`src/rtl/airlock_sequencer_if.sv`:
```
// Request/status bundle between the airlock sequencer and the door, pressure and mover stages.
// The sequencer takes the master side; the downstream datapath (or a bench) takes the slave side.
interface airlock_sequencer_if;
  logic arrive;
  logic depart;
  logic outer_open;
  logic inner_open;
  logic pressurized;
  logic docked;
  logic outer_req;
  logic inner_req;
  logic press_stb;
  logic depress_stb;
  logic busy;
  logic fault;

  modport master (
    input  arrive, depart, outer_open, inner_open, pressurized, docked,
    output outer_req, inner_req, press_stb, depress_stb, busy, fault
  );

  modport slave (
    output arrive, depart, outer_open, inner_open, pressurized, docked,
    input  outer_req, inner_req, press_stb, depress_stb, busy, fault
  );
endinterface

```
`src/rtl/airlock_sequencer.sv`:
```
// Airlock command sequencer: turns arrive/depart pulses into interlocked door requests and
// pressure strobes, stepping on downstream status with a settle window and per-step watchdog.
module airlock_sequencer #(
  parameter int unsigned TIMEOUT_CYCLES = 16,
  parameter int unsigned SETTLE_CYCLES  = 4,
  parameter int unsigned CNT_W          = 8
) (
  input logic                 CLOCK_50,
  input logic                 reset,
  airlock_sequencer_if.master bus
);

  typedef enum logic [3:0] {
    StIdle, StADepress, StAOpenO, StADock, StACloseO, StAPress, StAOpenI, StDocked,
    StDCloseI, StDDepress, StDOpenO, StDUndock, StDCloseO, StDPress, StFault
  } state_e;

  localparam logic [CNT_W-1:0] SettleLast  = CNT_W'(SETTLE_CYCLES - 1);
  localparam logic [CNT_W-1:0] TimeoutLast = CNT_W'(TIMEOUT_CYCLES - 1);

  state_e           state_q, state_d, step_next;
  logic [CNT_W-1:0] cnt_q, cnt_d;
  logic             settle_q, settle_d;
  logic             first_q, first_d;
  logic             wait_ok, has_timeout, outer_cmd, inner_cmd, ilock;
  logic             outer_req_q, inner_req_q, press_stb_q, depress_stb_q, busy_q, fault_q;

  // Steps with no command change (docking, undocking, parked states) sample status immediately.
  function automatic logic settles(state_e s);
    return !(s inside {StIdle, StADock, StDocked, StDUndock, StFault});
  endfunction

  always_comb begin
    wait_ok     = 1'b0;
    has_timeout = 1'b1;
    outer_cmd   = 1'b0;
    inner_cmd   = 1'b0;
    step_next   = StIdle;
    case (state_q)
      StADepress: begin wait_ok = !bus.pressurized; step_next = StAOpenO; end
      StAOpenO:   begin outer_cmd = 1'b1; wait_ok = bus.outer_open; step_next = StADock; end
      StADock: begin
        outer_cmd   = 1'b1;
        has_timeout = 1'b0;
        wait_ok     = bus.docked;
        step_next   = StACloseO;
      end
      StACloseO:  begin wait_ok = !bus.outer_open; step_next = StAPress; end
      StAPress:   begin wait_ok = bus.pressurized; step_next = StAOpenI; end
      StAOpenI:   begin inner_cmd = 1'b1; wait_ok = bus.inner_open; step_next = StDocked; end
      StDocked:   begin inner_cmd = 1'b1; has_timeout = 1'b0; end
      StDCloseI:  begin wait_ok = !bus.inner_open; step_next = StDDepress; end
      StDDepress: begin wait_ok = !bus.pressurized; step_next = StDOpenO; end
      StDOpenO:   begin outer_cmd = 1'b1; wait_ok = bus.outer_open; step_next = StDUndock; end
      StDUndock: begin
        outer_cmd   = 1'b1;
        has_timeout = 1'b0;
        wait_ok     = !bus.docked;
        step_next   = StDCloseO;
      end
      StDCloseO:  begin wait_ok = !bus.outer_open; step_next = StDPress; end
      StDPress:   begin wait_ok = bus.pressurized; step_next = StIdle; end
      default:    has_timeout = 1'b0;
    endcase
  end

  // Interlocks are ignored while the step's own settle window is still running.
  assign ilock = !settle_q &&
                 ((outer_cmd && (bus.inner_open || bus.pressurized)) ||
                  (inner_cmd && (bus.outer_open || !bus.pressurized)));

  always_comb begin
    state_d  = state_q;
    cnt_d    = cnt_q;
    settle_d = settle_q;
    first_d  = 1'b0;
    if (ilock) begin
      state_d = StFault;
    end else begin
      case (state_q)
        StIdle:   if (bus.arrive) state_d = StADepress;
        StDocked: if (bus.depart) state_d = StDCloseI;
        StFault:  state_d = StFault;
        default: begin
          if (settle_q) begin
            if (cnt_q == SettleLast) begin
              settle_d = 1'b0;
              cnt_d    = '0;
            end else begin
              cnt_d = cnt_q + 1'b1;
            end
          end else if (wait_ok) begin
            state_d = step_next;
          end else if (has_timeout && (cnt_q == TimeoutLast)) begin
            state_d = StFault;
          end else if (cnt_q != '1) begin
            cnt_d = cnt_q + 1'b1;
          end
        end
      endcase
    end
    if (state_d != state_q) begin
      cnt_d    = '0;
      first_d  = 1'b1;
      settle_d = settles(state_d) && (SETTLE_CYCLES != 0);
    end
  end

  always_ff @(posedge CLOCK_50) begin
    if (!reset) begin
      state_q       <= StIdle;
      cnt_q         <= '0;
      settle_q      <= 1'b0;
      first_q       <= 1'b0;
      outer_req_q   <= 1'b0;
      inner_req_q   <= 1'b0;
      press_stb_q   <= 1'b0;
      depress_stb_q <= 1'b0;
      busy_q        <= 1'b0;
      fault_q       <= 1'b0;
    end else begin
      state_q       <= state_d;
      cnt_q         <= cnt_d;
      settle_q      <= settle_d;
      first_q       <= first_d;
      outer_req_q   <= outer_cmd;
      inner_req_q   <= inner_cmd;
      press_stb_q   <= first_q && ((state_q == StAPress) || (state_q == StDPress));
      depress_stb_q <= first_q && ((state_q == StADepress) || (state_q == StDDepress));
      busy_q        <= !((state_q == StIdle) || (state_q == StDocked) || (state_q == StFault));
      fault_q       <= (state_q == StFault);
    end
  end

  assign bus.outer_req   = outer_req_q;
  assign bus.inner_req   = inner_req_q;
  assign bus.press_stb   = press_stb_q;
  assign bus.depress_stb = depress_stb_q;
  assign bus.busy        = busy_q;
  assign bus.fault       = fault_q;

endmodule

```
`src/flat_wrapper.sv`:
```
// flat-port wrapper written by rule: the top's interface ports become plain ports
module airlock_sequencer_flat 
#(
  parameter int unsigned TIMEOUT_CYCLES = 16,
  parameter int unsigned SETTLE_CYCLES  = 4,
  parameter int unsigned CNT_W          = 8
)
  (CLOCK_50, reset, bus_arrive, bus_depart, bus_outer_open, bus_inner_open, bus_pressurized, bus_docked, bus_outer_req, bus_inner_req, bus_press_stb, bus_depress_stb, bus_busy, bus_fault);
  airlock_sequencer_if bus_i ();
  input logic CLOCK_50;
  input logic reset;
  input wire logic [$bits(bus_i.arrive)-1:0] bus_arrive;
  input wire logic [$bits(bus_i.depart)-1:0] bus_depart;
  input wire logic [$bits(bus_i.outer_open)-1:0] bus_outer_open;
  input wire logic [$bits(bus_i.inner_open)-1:0] bus_inner_open;
  input wire logic [$bits(bus_i.pressurized)-1:0] bus_pressurized;
  input wire logic [$bits(bus_i.docked)-1:0] bus_docked;
  output wire logic [$bits(bus_i.outer_req)-1:0] bus_outer_req;
  output wire logic [$bits(bus_i.inner_req)-1:0] bus_inner_req;
  output wire logic [$bits(bus_i.press_stb)-1:0] bus_press_stb;
  output wire logic [$bits(bus_i.depress_stb)-1:0] bus_depress_stb;
  output wire logic [$bits(bus_i.busy)-1:0] bus_busy;
  output wire logic [$bits(bus_i.fault)-1:0] bus_fault;
  assign bus_i.arrive = bus_arrive;
  assign bus_i.depart = bus_depart;
  assign bus_i.outer_open = bus_outer_open;
  assign bus_i.inner_open = bus_inner_open;
  assign bus_i.pressurized = bus_pressurized;
  assign bus_i.docked = bus_docked;
  assign bus_outer_req = bus_i.outer_req;
  assign bus_inner_req = bus_i.inner_req;
  assign bus_press_stb = bus_i.press_stb;
  assign bus_depress_stb = bus_i.depress_stb;
  assign bus_busy = bus_i.busy;
  assign bus_fault = bus_i.fault;
  airlock_sequencer #(.TIMEOUT_CYCLES(TIMEOUT_CYCLES), .SETTLE_CYCLES(SETTLE_CYCLES), .CNT_W(CNT_W)) u_core (.CLOCK_50(CLOCK_50), .reset(reset), .bus(bus_i));
endmodule
```
`config.mk`:
```
export PLATFORM = sky130hd
export DESIGN_NAME = airlock_sequencer_flat
export DESIGN_NICKNAME = d
export VERILOG_FILES = /design/src/rtl/airlock_sequencer_if.sv /design/src/rtl/airlock_sequencer.sv /design/src/flat_wrapper.sv
export SDC_FILE = /design/constraint.sdc
export NUM_CORES = 1
export LEC_CHECK = 0
export BUFFER_PORTS_ARGS = -buffer_cell sky130_fd_sc_hd__buf_2
export CORE_MARGIN = 4
export CORE_UTILIZATION = 55
export DETAILED_ROUTE_END_ITERATION = 12
export PLACE_DENSITY = 0.79
export REMOVE_ABC_BUFFERS = 1
export SYNTH_ARGS = -nofsm -noshare
export SYNTH_HDL_FRONTEND = slang
export SYNTH_SLANG_ARGS = --single-unit
```
`constraint.sdc`:
```
create_clock -name CLOCK_50 -period 3.52 [get_ports CLOCK_50]
set_clock_uncertainty 0.15 [all_clocks]
set_input_delay 0.352 -clock CLOCK_50 [delete_from_list [all_inputs] [get_ports CLOCK_50]]
set_output_delay 0.352 -clock CLOCK_50 [all_outputs]
set_load 0.005 [all_outputs]
```
=== After elaboration in Yosys (flattened, before gate mapping) ===
Index checks and enable logic that the tools add are counted.

* Bits in registers: 20
* Output and inout port bits: 6
* Logic and storage cells: 98

* Add/sub/neg operators: 1
* Equality and inequality tests: 26
* Multiplexer cells: 23
* Bitwise gates (word level): 3
* Reductions and logical operators: 35

{| class="wikitable"
|+ Operators by type and width
! cell !! number
|-
| $pmux W4 S11 || 1
|-
| $mux W8 || 5
|-
| $eq A4 B4 Y1 const B || 9
|-
| $mux W4 || 6
|-
| $eq A4 B3 Y1 const B || 5
|-
| $eq A4 B2 Y1 const B || 3
|-
| $pmux W4 S3 || 1
|-
| $reduce_or A2 Y1 || 6
|-
| $reduce_or A10 Y1 || 1
|-
| $mux W1 || 9
|-
| $add A8 B1 Y8 const B || 1
|-
| $eq A8 B2 Y1 const B || 1
|-
| $eq A8 B4 Y1 const B || 1
|-
| $logic_not A4 Y1 || 2
|-
| $ne A8 B8 Y1 const B || 1
|-
| $pmux W1 S8 || 1
|-
| $logic_not A1 Y1 || 7
|-
| $logic_or A1 B1 Y1 || 7
|-
| $logic_and A1 B1 Y1 || 6
|-
| $ne A2 B1 Y1 const B || 3
|-
| $reduce_and A5 Y1 || 1
|-
| $reduce_bool A5 Y1 || 1
|-
| $eq A4 B1 Y1 const B || 1
|-
| $ne A4 B4 Y1 || 1
|-
| other kinds (6) || 8
|}

=== Longest topological paths before layout ===
Gate-level depths: netlist (run 1).

* Word-level depth: 13
* Mapped depth: 10

=== Least setup slack after synthesis (run 1) ===
No wires, ideal clock.

* Path kind: reg2reg
* Start point: register u_core.cnt_q[7]
* End point: register u_core.settle_q
* Arrival: 2.210 ns
* Data required time: 3.249 ns
* Slack: 1.039 ns
* Cell stages (with the launch flop): 9
* Path buffers: 0
* Period minus slack after synthesis: 2.481 ns
* Path through: dfxtp_1 -> or4_4 -> nor2_4 -> o31ai_1 -> and2_1 -> a311oi_1 -> or4b_1 -> nand3_1 -> o22ai_1

* Cells in the longest elaborated chain, start to end: 11
* Elaborated cells on any way between the ends: 24
* Classes of those cells: 9 x eq/ne; 10 x mux; 5 x reduce/logical

{| class="wikitable"
|+ RTL lines
! item !! line !! text
|-
| start: declaration || airlock_sequencer.sv:22 || <nowiki>logic [CNT_W-1:0] cnt_q, cnt_d;</nowiki>
|-
| start signal: assignment || airlock_sequencer.sv:123 || <nowiki>cnt_q <= cnt_d;</nowiki>
|-
| $eq A8 B4 Y1 || airlock_sequencer.sv:94 || <nowiki>end else if (has_timeout && (cnt_q == TimeoutLast)) begin</nowiki>
|-
| $logic_and A1 B1 Y1 || airlock_sequencer.sv:94 ||
|-
| $mux W4 || airlock_sequencer.sv:94 ||
|-
| $mux W4 || airlock_sequencer.sv:92 || <nowiki>end else if (wait_ok) begin</nowiki>
|-
| $mux W4 || airlock_sequencer.sv:85 || <nowiki>if (settle_q) begin</nowiki>
|-
| $pmux W4 S3 || airlock_sequencer.sv:80 || <nowiki>case (state_q)</nowiki>
|-
| $mux W4 || airlock_sequencer.sv:77 || <nowiki>if (ilock) begin</nowiki>
|-
| $eq A4 B2 Y1 (tied with other cells) || airlock_sequencer.sv:30 || <nowiki>return !(s inside {StIdle, StADock, StDocked, StDUndock, StFault});</nowiki>
|-
| $reduce_bool A5 Y1 || airlock_sequencer.sv:30 ||
|-
| $logic_not A1 Y1 || airlock_sequencer.sv:30 ||
|-
| $mux W1 || airlock_sequencer.sv:102 || <nowiki>if (state_d != state_q) begin</nowiki>
|-
| end signal: assignment || airlock_sequencer.sv:124 || <nowiki>settle_q <= settle_d;</nowiki>
|-
| end: declaration || airlock_sequencer.sv:23 || <nowiki>logic settle_q, settle_d;</nowiki>
|}

Several ways; a longest one is shown, not always the timed one. The select of a mux whose other input is x is not followed.
A chain may end at the register's enable or synchronous reset.

=== Final worst setup path (run 1) ===
* Start point: register u_core.state_q[0]
* End point: register u_core.settle_q

* Cells in the longest elaborated chain, start to end: 13
* Elaborated cells on any way between the ends: 52
* Classes of those cells: 21 x eq/ne; 13 x mux; 18 x reduce/logical

{| class="wikitable"
|+ RTL lines
! item !! line !! text
|-
| start: declaration || airlock_sequencer.sv:21 || <nowiki>state_e state_q, state_d, step_next;</nowiki>
|-
| start signal: assignment || airlock_sequencer.sv:111 || <nowiki>state_q <= StIdle;</nowiki>
|-
| start signal: assignment || airlock_sequencer.sv:122 || <nowiki>state_q <= state_d;</nowiki>
|-
| $eq A4 B3 Y1 (tied with other cells) || airlock_sequencer.sv:39 || <nowiki>case (state_q)</nowiki>
|-
| $reduce_or A10 Y1 (no line) || n/a ||
|-
| $mux W1 || airlock_sequencer.sv:39 ||
|-
| $logic_and A1 B1 Y1 || airlock_sequencer.sv:94 ||
|-
| $mux W4 || airlock_sequencer.sv:94 ||
|-
| $mux W4 || airlock_sequencer.sv:92 ||
|-
| $mux W4 || airlock_sequencer.sv:85 ||
|-
| $pmux W4 S3 || airlock_sequencer.sv:80 ||
|-
| $mux W4 || airlock_sequencer.sv:77 ||
|-
| $eq A4 B2 Y1 (tied with other cells) || airlock_sequencer.sv:30 ||
|-
| $reduce_bool A5 Y1 || airlock_sequencer.sv:30 ||
|-
| $logic_not A1 Y1 || airlock_sequencer.sv:30 ||
|-
| $mux W1 || airlock_sequencer.sv:102 ||
|}

Several ways; a longest one is shown, not always the timed one.

==> metrics.md, run 1 <==
| Metric | Value |
|---|---|
| Gpl congestion | `just over 0.9` |
| Cell row count | `18` |
| Async SR Flop Fraction | `0` |
| CTS tree | `done` |
| Critical path's slowest cell | `a211oi_2` |
| DR WL/cell | `15.1 um` |
| WP data required | `3570 ps` |
| Initial antenna violation count | `0` |
| Post-synthesis sequential area ratio | `0.263` |
| Starting DRC count in detailed routing | `79` |
| Synth Area in Compound Gates | `0.266` |
| Clock buffer depth | `2` |
| # diodes | `0` |
| Total power | `1.30 mW` |
| Top cell type's share of synthesized area | `0.263` |
| Yosys cell types | `66` |
| Post-layout net count | `202` |
| Ports | `14` |
| Largest family of logic cells by synthesized area | `simple AND/OR/NAND/NOR gates` |
| Post-DR vias/cell | `6.22` |
| Count leader, synth | `dfxtp_1` |
| Final hold vios | `0` |
| CP Max Fanout | `13` |
| DP Wirelength | `2520 um` |
| Worst-path cell chain | `nand2b_2, o221ai_1, a211oi_2, nor3_1, a311oi_1, or4b_1, nand3_1, o22ai_1` |
| Tmin final | `approximately 3200 ps` |
| CP endpoint kind | `flop` |
| Commonest cells in the netlist | `dfxtp_1, nor2_1, o21ai_0` |
| Post-synthesis mux area share | `0.0271` |
| Final Max Tran Viols | `0` |
| # DRC | `0` |
| Simple-Gate Fraction of Synth Area | `0.294` |
| Min-Delay Path Class | `primary input to flop` |
| Pre-antenna DRT Iters | `4` |
| Setup violators final | `0` |
| Avg Inst Size Synth | `8.42 um2` |
| Top_reg_cell synth | `dfxtp_1` |
| Period utilization | `0.920` |
| Worst slew pin tran | `roughly 770 ps` |
| Initial Utilization | `0.594` |
| Clk pin slew, worst setup/hold paths | `100 ps` |
| First-pass GRT wire length | `5730 um` |
| Yosys warning total | `0` |
| Unrepaired setup endpoints after global routing | `no` |
| Layout cells sized above 1 | `0.266` |
| Flops & latches, synth | `20` |
| Antenna Nets Post-Route | `0` |
| Critical path buffers and inverters | `0` |
| Die Ht | `60.6 um` |
| Clk_lat worst skew | `roughly 300 ps` |
| Cell Pwr Density | `820 nW/um2` |
| Root Buffer | `clkbuf_4` |
| Hold-fix buffers, CTS | `0` |
| Synth area leader | `dfxtp_1` |
| Crit path launch type | `flop` |
| Max-cap viol count | `0` |
| Clk sink count | `20` |
| Cells after Synth | `181` |
| Cts repair resizes | `0` |
| Vias after detailed routing | `between 1,000 and 1,500` |
| Largest net degree at the start of global routing | `17` |
| XOR/XNOR share of the synthesized area | `0.0517` |
| Top Family by Delay on Critical Path | `compound AO/OA/AOI/OAI gates` |
| Mapped cell area | `1520 um2` |
| Post-CTS setup buffer count | `0` |
| WL final | `between 3000 and 4000 um` |
| Worst EP arrival | `3290 ps` |
| GRT overflow | `0` |
| Crit path kind | `flop to flop` |
| Max transition margin | `0.489` |
| Fin Setup TNS | `0 ps` |
| Die width | `~61 um` |
| Max Freq | `~310 MHz` |
| Core area | `approximately 2600 um2` |
| Die area | `~3700 um2` |
| Status | `complete, no violations` |
| Crit-path max cell delay | `660 ps` |
| Number of buffers added on ports | `13` |
| Peak supply drop | `725 uV` |
| Synth-to-layout area growth | `4.02%` |
| Vias in the first global route | `1,287` |
| Num CTS Buffers | `3` |
| LEAKAGE | `0.612 nW` |
| Number of synthesized flops with an enable pin | `0` |
| Total GRT Usage | `0.203` |
| Largest cells by area after synthesis | `dfxtp_1, nor2_1, o21ai_0` |
| H-tree depth reported by CTS | `1` |
| Adder-Cell Fraction of Synth Area | `0.00821` |
-- flip-flops by register name, indices dropped and copies added, names as in the netlist --
name / flops
u_core.bus.busy: 1
u_core.bus.press_stb: 1
u_core.bus.depress_stb: 1
u_core.cnt_q: 8
u_core.first_q: 1
u_core.state_q: 4
u_core.bus.outer_req: 1
u_core.settle_q: 1
u_core.bus.inner_req: 1
u_core.bus.fault: 1
-- report_power, final --
part	internal [mW]	switching, mW	leakage (nW)
Clock	0.0633	0.0681	0.0210
Combinational	0.359	0.487	0.429
Sequential	0.263	0.0581	0.162
Total	0.686	0.614	0.612
-- placed cells by master, fill, tap and decap left out, types with 4 or more instances in the layout --
cell	Yosys	layout
a21oi_1	10	10
buf_2	0	13
buf_4	3	5
dfxtp_1	20	20
inv_1	4	4
nand2_1	9	9
nand3_1	5	5
nor2_1	15	15
nor2_2	6	6
nor3_1	9	9
o21ai_0	11	11
xnor2_1	4	4
xor2_1	5	5
-- final timing paths --
check | from | to | slack [ps] | depth (start not counted)
min | reset | u_core.first_q | 190 | 3
max reg2reg | u_core.state_q[0] | u_core.settle_q | 280 | 8
min reg2reg | u_core.first_q | u_core.bus.press_stb | 380 | 2
max | u_core.state_q[0] | u_core.settle_q | 280 | 8
-- tightest hold or removal path, cell delays in order --
cell,delay (ps)
buf_2,140
nand2_1,80
inv_1,40
-- logic make-up (layout without fill, tap and decap cells) --
group | Yosys count | count (layout)
adders and majority gates | 1 | 1
DFF | 20 | 20
and+or+nand+nor | 76 | 76
xor gates and xnor gates | 9 | 9
AOI/OAI and AO/OA | 54 | 54
muxes | 4 | 4
buffers and inverters | 17 | 28
-- routing by layer --
layer | global-route usage | wire length, um | up-vias
met3 | 0.0596 | 345 | 4
met2 | 0.321 | 1550 | 67
met4 | 0.0372 | 14 | 0
met5 | 0 | 0 | -
li1 | - | - | 688
met1 | 0.280 | 1440 | 621
-- stage by stage --
step	std cells	hold WS [ps]	utilization	cell area, um2	worst slack [ps]
finish	222	188	0.617	1590	280
global route	222	201	0.617	1590	78.9
CTS	222	188	0.617	1590	355
detailed placement	218	358	0.603	1550	405
global placement	218	357	0.603	1550	517
floorplan	170	305	-	1410	537
-- cell type report --
cell class | instances | area, um2
well taps | 30 | 37.5
flip-flops and latches | 20 | 400
clock buffers | 4 | 36.3
repair buffers | 18 | 103
inverters | 6 | 22.5
fillers | 254 | 982
multi-input cells | 144 | 986
No activity file was read; power rests on OpenSTA's default activity.
==> run 2, diff against run 1 <==
- ABC_AREA: not set -> 1
- ABC_CLOCK_PERIOD_IN_PS: not set -> 3520
==> run 2 against run 1 <==
Final cell count up 24%. Power up 13%. Worst setup slack better by 640 ps. Critical path type unchanged. Largest power group unchanged.
==> metrics.md, run 2 <==
| Metric | Value |
|---|---|
| Status | `complete, no violations` |
| Synth-to-layout area growth | `7.17%` |
| Yosys cell types | `30` |
| Top cell type's share of synthesized area | `0.273` |
| Synth area leader | `dfxtp_1` |
| Clock buffer depth | `2` |
| Top Registers | `u_core.cnt_q: 8 flops, u_core.state_q: 4 flops` |
| # DRC | `0` |
| Biggest register | `u_core.cnt_q` |
| R2R Path Start | `u_core.state_q[1]` |
| Max Freq | `385 MHz` |
| First-pass GRT wire length | `around 5500 um` |
| Initial Utilization | `0.587` |
| Period utilization | `0.738` |
| FF+latch area | `approximately 400 um2` |
| Avg Inst Size Synth | `6.29 um2` |
| Total GRT Usage | `0.201` |
| DP Wirelength | `about 2500 um` |
| Mapped cell area | `between 1000 and 1500 um2` |
| LEAKAGE | `0.802 nW` |
| Cts repair resizes | `0` |
| Peak supply drop | `around 900 uV` |
| Ports | `14` |
| Count leader, synth | `nand2_1` |
| Gpl congestion | `0.965` |
| Min-Delay Path Class | `primary input to flop` |
| Crit path kind | `flop to flop` |
| Unrepaired setup endpoints after global routing | `no` |
| Die area | `3560 um2` |
| Clk_lat worst skew | `310 ps` |
| Final Max Tran Viols | `0` |
| Post-layout net count | `256` |
| Post-DR vias/cell | `5.39` |
| CTS tree | `done` |
| Fin Setup TNS | `0 ps` |
| Layout cells sized above 1 | `0.215` |
| # fillers | `245` |
| Worst Reg-to-Reg Cells | `14` |
| Number of synthesized flops with an enable pin | `0` |
| Clk pin slew, worst setup/hold paths | `120 ps` |
| Vias in the first global route | `1,272` |
| Setup violators final | `0` |
| WP data required | `3620 ps` |
| Worst Setup SP | `u_core.state_q[1]` |
| Crit-path max cell delay | `670 ps` |
| Commonest cells in the netlist | `nand2_1, nand3_1, nor2_1` |
| DR WL/cell | `approximately 12 um` |
| Post-synthesis sequential area ratio | `0.273` |
| Initial antenna violation count | `0` |
| Commonest non-fill, non-tap cell in the layout | `nand2_1` |
| Max transition margin | `0.616` |
| Final hold vios | `0` |
| Starting DRC count in detailed routing | `84` |
| Critical Path Most Common Cell | `nand2_1` |
| CP Max Fanout | `10` |
| Cell row count | `18` |
| CP endpoint kind | `flop` |
| Worst slew pin tran | `575 ps` |
| Critical path's slowest cell | `dfxtp_1` |
| Antenna Nets Post-Route | `0` |
| Num CTS Buffers | `3` |
| Clk sink count | `20` |
| Hold Path Depth | `3` |
| Flops & latches, synth | `20` |
| Number of flip-flops under the largest register name | `8` |
| Vias after detailed routing | `1,489` |
| WL final | `3230 um` |
| H-tree depth reported by CTS | `1` |
| Top_reg_cell synth | `dfxtp_1` |
| Die Ht | `slightly below 60 um` |
| Worst EP arrival | `2700 ps` |
| Total power | `around 1.5 mW` |
| Worst-path cell chain | `inv_4, nand3_1, nor2_1, nor2_2, nand2_4, nand2_1, nand3_1, nand2_2, nand2_1, nand2_1, nand3_2, nor2_4, nand2_4, nor2_2` |
| Async SR Flop Fraction | `0` |
| Hold path start | `reset` |
| Number of buffers added on ports | `13` |
| Crit path launch type | `flop` |
| Cells after Synth | `~230` |
| Cell Pwr Density | `930 nW/um2` |
| Tmin final | `between 2000 and 3000 ps` |
| Root Buffer | `clkbuf_4` |
| Most frequent cells in the layout | `nand2_1, nand3_1, nor2_1` |
| Max-cap viol count | `0` |
| Post-CTS setup buffer count | `0` |
| Yosys warning total | `0` |
| # diodes | `0` |
| GRT overflow | `0` |
| Hold-fix buffers, CTS | `0` |
| Largest cells by area after synthesis | `dfxtp_1, nand2_1, nand3_1` |
| Core area | `~2500 um2` |
| Footprint of the multi-input gates | `910 um2` |
| Pre-antenna DRT Iters | `4` |
| Die width | `59.6 um` |
| Largest net degree at the start of global routing | `12` |
==> run 2: changes by cell type in the layout (fill, tap and decap cells not counted), sizes merged, moves of 5 or more <==
cell / change
nand2: +60
nor2: +15
buf: -5
nand3: +27
inv: +24
o21ai: -9
==> run 2: final timing paths <==
kind / end / slack (ps)
worst max-delay path: u_core.cnt_q[4] / 920
worst min register to register: u_core.bus.depress_stb / 300
worst min-delay path: u_core.settle_q / 180
worst max register to register: u_core.cnt_q[4] / 920
==> run 2: power by group <==
part | leakage (nW) | internal (mW) | total [mW] | switching [mW]
clock | 0.0210 | 0.0632 | 0.136 | 0.0725
sequential | 0.163 | 0.268 | 0.345 | 0.0769
combinational | 0.619 | 0.324 | 0.981 | 0.657
total | 0.802 | 0.656 | 1.46 | 0.806
==> run 2: cells by family (layout without fill, tap and decap cells) <==
| family | after synthesis | count (layout) | share of synthesized area |
|---|---|---|---|
| DFF | 20 | 20 | 0.273 |
| AOI/OAI and AO/OA | 18 | 18 | 0.0751 |
| buffers and inverters | 36 | 49 | 0.107 |
| xor gates and xnor gates | 5 | 5 | 0.0299 |
| adders and majority gates | 1 | 1 | 0.00853 |
| and+or+nand+nor | 153 | 153 | 0.507 |
==> run 2: per-stage QoR <==
step           utilization  cell area [um2]  hold WS, ps  setup slack [ps]  std cells
2_1_floorplan            -             1430          271              1360        229
3_3_place_gp         0.614             1540          278               983        272
3_5_place_dp         0.614             1540          287              1020        272
4_1_cts              0.629             1570          180               989        276
5_1_grt              0.629             1570          193               714        276
6_report             0.629             1570          177               922        276
==> run 2: worst max-delay path, delay by kind of cell (launching register included) <==
kind / cells / cell delay, ps
buf+inv: 1 / 140
simple gates: 13 / 1570
flops: 1 / 670
==> run 2: area by class of cell <==
class,count,area share
well taps,30,0.0239
flip-flops and latches,20,0.255
inverters,32,0.0780
repair buffers,13,0.0414
multi-input cells,177,0.579
clock buffers,4,0.0231
==> run 2: metal layers <==
metal | track usage | vias to the layer above | share of wire
met4 | 0.0759 | 0 | 0.025
met5 | 0 | - | 0
met2 | 0.306 | 51 | 0.44
met1 | 0.278 | 654 | 0.47
li1 | - | 774 | -
met3 | 0.0414 | 10 | 0.056
